[config.mk]
export PLATFORM = sky130hd
export DESIGN_NAME = lgate_selftest
export DESIGN_NICKNAME = d
export VERILOG_FILES = /design/src/rtl/lgate_selftest.sv
export SDC_FILE = /design/constraint.sdc
export NUM_CORES = 1
export LEC_CHECK = 0
export ABC_AREA = 0
export BUFFER_PORTS_ARGS = -buffer_cell sky130_fd_sc_hd__buf_2
export CAP_MARGIN = 20
export CORE_ASPECT_RATIO = 1.4
export CORE_MARGIN = 2
export CORE_UTILIZATION = 48
export DETAILED_ROUTE_END_ITERATION = 7
export PLACE_DENSITY = 0.8
export SLEW_MARGIN = 20
export SYNTH_ARGS = -nofsm -noshare
export SYNTH_HDL_FRONTEND = slang
export SYNTH_SLANG_ARGS = --single-unit
[constraint.sdc]
create_clock -name clk -period 6.1 [get_ports clk]
set_input_delay 0.915 -clock clk [delete_from_list [all_inputs] [get_ports clk]]
set_output_delay 0.915 -clock clk [all_outputs]
set_load 0.03 [all_outputs]
[src/rtl/lgate_selftest.sv]
// lgate_selftest: drives all four a/b vectors into a 7-output gate block, checks each result after SETTLE cycles, and reports pass, per-gate fail flags and mismatch count
module lgate_selftest #(
  parameter int unsigned SETTLE = 2
) (
  input  logic       clk,
  input  logic       rst,
  input  logic       start,
  output logic       a,
  output logic       b,
  input  logic [6:0] gate_out,
  output logic       busy,
  output logic       done,
  output logic       pass,
  output logic [6:0] fail_vec,
  output logic [4:0] err_count
);
  typedef enum logic [1:0] {IDLE, WAIT, CHECK, DONE} state_t;
  state_t state, state_nxt;
  logic [1:0] v;
  logic [3:0] cnt;
  logic [6:0] expected, mismatch;
  logic go;
  assign go = start && (state == IDLE || state == DONE);
  assign expected = {~a, ~(a ^ b), ~(a | b), ~(a & b), a ^ b, a | b, a & b};
  assign mismatch = gate_out ^ expected;
  always_comb begin
    state_nxt = state;
    case (state)
      IDLE, DONE: state_nxt = start ? WAIT : state;
      WAIT:       state_nxt = cnt == 4'd0 ? CHECK : WAIT;
      CHECK:      state_nxt = v == 2'd3 ? DONE : WAIT;
      default:    state_nxt = IDLE;
    endcase
  end
  always_ff @(posedge clk) state <= rst ? IDLE : state_nxt;
  always_ff @(posedge clk) begin
    if (rst) begin
      v <= '0;
      cnt <= '0;
      a <= 1'b0;
      b <= 1'b0;
      busy <= 1'b0;
      done <= 1'b0;
      pass <= 1'b0;
      fail_vec <= '0;
      err_count <= '0;
    end else if (go) begin
      v <= '0;
      cnt <= 4'(SETTLE - 1);
      a <= 1'b0;
      b <= 1'b0;
      busy <= 1'b1;
      done <= 1'b0;
      pass <= 1'b0;
      fail_vec <= '0;
      err_count <= '0;
    end else if (state == WAIT) begin
      cnt <= cnt == 4'd0 ? cnt : cnt - 4'd1;
    end else if (state == CHECK) begin
      fail_vec <= fail_vec | mismatch;
      err_count <= err_count + 5'($countones(mismatch));
      if (v == 2'd3) begin
        busy <= 1'b0;
        done <= 1'b1;
        pass <= (fail_vec | mismatch) == 7'd0;
      end else begin
        v <= v + 2'd1;
        {a, b} <= v + 2'd1;
        cnt <= 4'(SETTLE - 1);
      end
    end
  end
endmodule

==> summary.txt <==
Floorplan
  – Num rows: 22
  – Die height: 66.1 um
  – Initial Utilization: 50.5%
  – Die ar.: around 3200 um^2
  – Die W: 48.3 um
  – # IOs: 27
  – Area of the core: around 2600 um^2

Final layout
  – Synth-to-layout area growth: 14.1%
  – Design area: roughly 1500 um^2
  – Nets: 197
  – Commonest non-fill, non-tap cell in the layout: buf_2
  – Ant diodes: 0
  – Layout cells sized above 1: 20.0%
  – Commonest cells after routing, fill and taps aside: 26 x buf_2, 23 x dfxtp_1, 21 x nor2_1

Synth
  – Multiplexer area fraction after synthesis: 2.37%
  – Syn Inst Count: about 140
  – Netlist cell types: 34
  – Post-synth top area share: 34.9%
  – Syn Nets: 170
  – Xor and xnor area share after synthesis: 7.87%
  – Synth area leaders: dfxtp_1 35%, ha_1 11%, fa_1 6.1%
  – Largest family of logic cells by synthesized area: simple AND/OR/NAND/NOR gates
  – Compound-Gate Fraction of Synth Area: about an eighth
  – Yosys top cell by area: dfxtp_1
  – Post-Syn Area per Cell: 9.17 um^2
  – Mapped cell area: around 1300 um^2
  – Synth warn: 0
  – Synth Area in Adders: around 17%
  – Seq cells post-synth: 23
  – Post-synthesis sequential area ratio: 34.9%
  – Share of synthesized cell area in and, or, nand and nor gates: 20.2%

Global route
  – GR Util All Layers: 18.3%
  – Via count of the first global-routing pass: 1078
  – Largest net degree at the start of global routing: 17
  – Remaining Overflow, GRT: 0
  – Initial antenna violation count: 0
  – First-pass GRT wire length: 4550 um

STA
  – Minimum clock period: 4.11 ns
  – Final Max Tran Viols: 0
  – Skew final: about 0.00086 ns
  – Final setup viols: 0
  – PnR worst setup slack: 1.99 ns
  – Slew HR: 59.3%
  – Fmax: 0.244 GHz
  – RSZ-0062 raised after global routing: false
  – Tcrit/Tclk final: between 60% and 70%
  – Hold_ws: about 0.46 ns
  – Total Neg Setup Slack: 0 ns
  – Final Hold Fails: 0
  – Least-Margin Pin Slew: 0.611 ns

Power
  – Logic pwr share: 55.9%
  – Switching part of the total: between 40% and 50%
  – Clk pwr share: a little under an eighth
  – Part of the power in registers: 32.7%
  – Internal power: 0.347 mW
  – Total Power: 0.612 mW
  – Pwr Density: ~410 nW/um^2
  – P_sw: 0.265 mW
  – Max VDD drop: between 200 and 300 uV
  – Static leakage: 0.695 nW

CTS
  – Clock Sinks: 23
  – Num CTS Buffers: 3
  – Clock buffer depth: 2
  – Root buffer cell: clkbuf_4
  – Clock-pin slew reported for the worst setup and hold paths after clock tree synthesis: 0.12 ns
  – CTS tree: yes
  – Skew-Pair Late Insertion Delay: around 0.31 ns
  – # H-tree levels: 1
  – # hold bufs at CTS: 0
  – CTS resizes: 0
  – # Post-CTS Setup Buffers: 0

Flow run
  – Number of max-cap violations: 0

Drt
  – Via count: 1128
  – Initial DRT Pass Iterations: 4
  – Initial drt markers: 11
  – DRT antenna net count: 0
  – Drt via density: 5.48
  – Residual DRC: 0
  – Routed length per placed instance: ~13 um
  – WL final: 2740 um

Critical path
  – Setup crit end kind: flip-flop
  – Worst R2R Start: a
  – Setup CP Type: reg2reg
  – Register-to-Register Path Depth: 14
  – Startpoint types: flip-flop
  – CP max FO: 5
  – WP data required: 6.28 ns
  – CP Launch Point: a
  – Arr. time, crit path: 4.29 ns

Placed design
  – GPL Wtd Cong: 0.874
  – I/O Buffers: 26
  – Pre-CTS WS: approximately 1.9 ns
  – Dpl hpwl: 2200 um
  – Placed cell area: 1480 um^2

Hold path
  – Hold path cells: 2
  – Hold Path Class: reg2reg
  – Min-delay src: done

Status
  – Status: complete, no violations
kinds of logic (layout without fill, tap and decap cells):
family	Yosys count	in the layout
muxes	3	3
AOI/OAI and AO/OA	28	28
adders and majority gates	16	16
xor gates and xnor gates	11	11
DFF	23	23
and+or+nand+nor	47	47
buffers and inverters	16	42
through the flow:
step	utilization [%]	cells
after floorplan	-	144
after global placement	56.6	202
after detailed placement	56.6	202
after CTS	57.6	206
after global routing	57.6	206
final	57.6	206
synthesized netlist by cell type (all sizes together):
master and count:
nor2b 2, nand2 2, inv 12, a21oi 15
nor2 21, mux2 1, xor2 5, xnor2 6
o21ai 2, fa 4, nand2b 1, dfxtp 23
mux2i 2, o22ai 1, o31ai 3, nand3b 1
nand4 1, or3 3, nand3 3, o21a 2
clkbuf 4, and3b 2, or4 2, nor4 3
and4bb 1, ha 12, a221oi 1, a21o 2
nor3b 4, a211oi 2, nand4b 1
per-layer routing:
layer,wire length [um],global-route usage (%),vias up,part of all wire (%)
li1,-,-,553,-
met1,1130,19.1,546,41
met2,1470,36.1,22,54
met3,80,2.71,7,2.9
met4,59,7.86,0,2.2
met5,0,0,-,0
path summary, 6_finish.rpt:
check                           slack [ns]      endpoint
worst max-delay path                  1.99  err_count[4]
worst min-delay path                  0.46          done
worst max register to register        1.99  err_count[4]
worst min register to register        0.46          done
worst max-delay path: stages, from the launching register on:
cell	delay [ns]
dfxtp_1	0.43
inv_1	0.09
ha_1	0.38
xor2_1	0.27
fa_1	0.48
fa_1	0.54
inv_1	0.05
fa_1	0.53
inv_1	0.04
ha_1	0.21
fa_1	0.41
a21o_1	0.17
a21oi_1	0.16
or3_1	0.15
a21oi_1	0.07
final cells by class:
cell class,instances,area [um^2]
sequential,23,460
inverter,12,45.0
multi-input combinational,105,800
clock buffer,4,26.3
tap,36,45.0
fill,248,1110
timing repair buffer,26,130
sequential cells by signal, summed over array words and instances (netlist names):
register,cells
busy,1
v,1
done,1
pass,1
state,2
a,1
fail_vec,7
cnt,4
err_count,5
power by group through the flow:
stage	Sequential [mW]	Clock (mW)	Combinational (mW)
after floorplan	0.222	0	0.250
final	0.200	0.0697	0.342
after CTS	0.200	0.0722	0.344
after detailed placement	0.203	0	0.342
after global routing	0.204	0.0775	0.384
after global placement	0.200	0	0.326
Power figures use the tool's default switching activity.
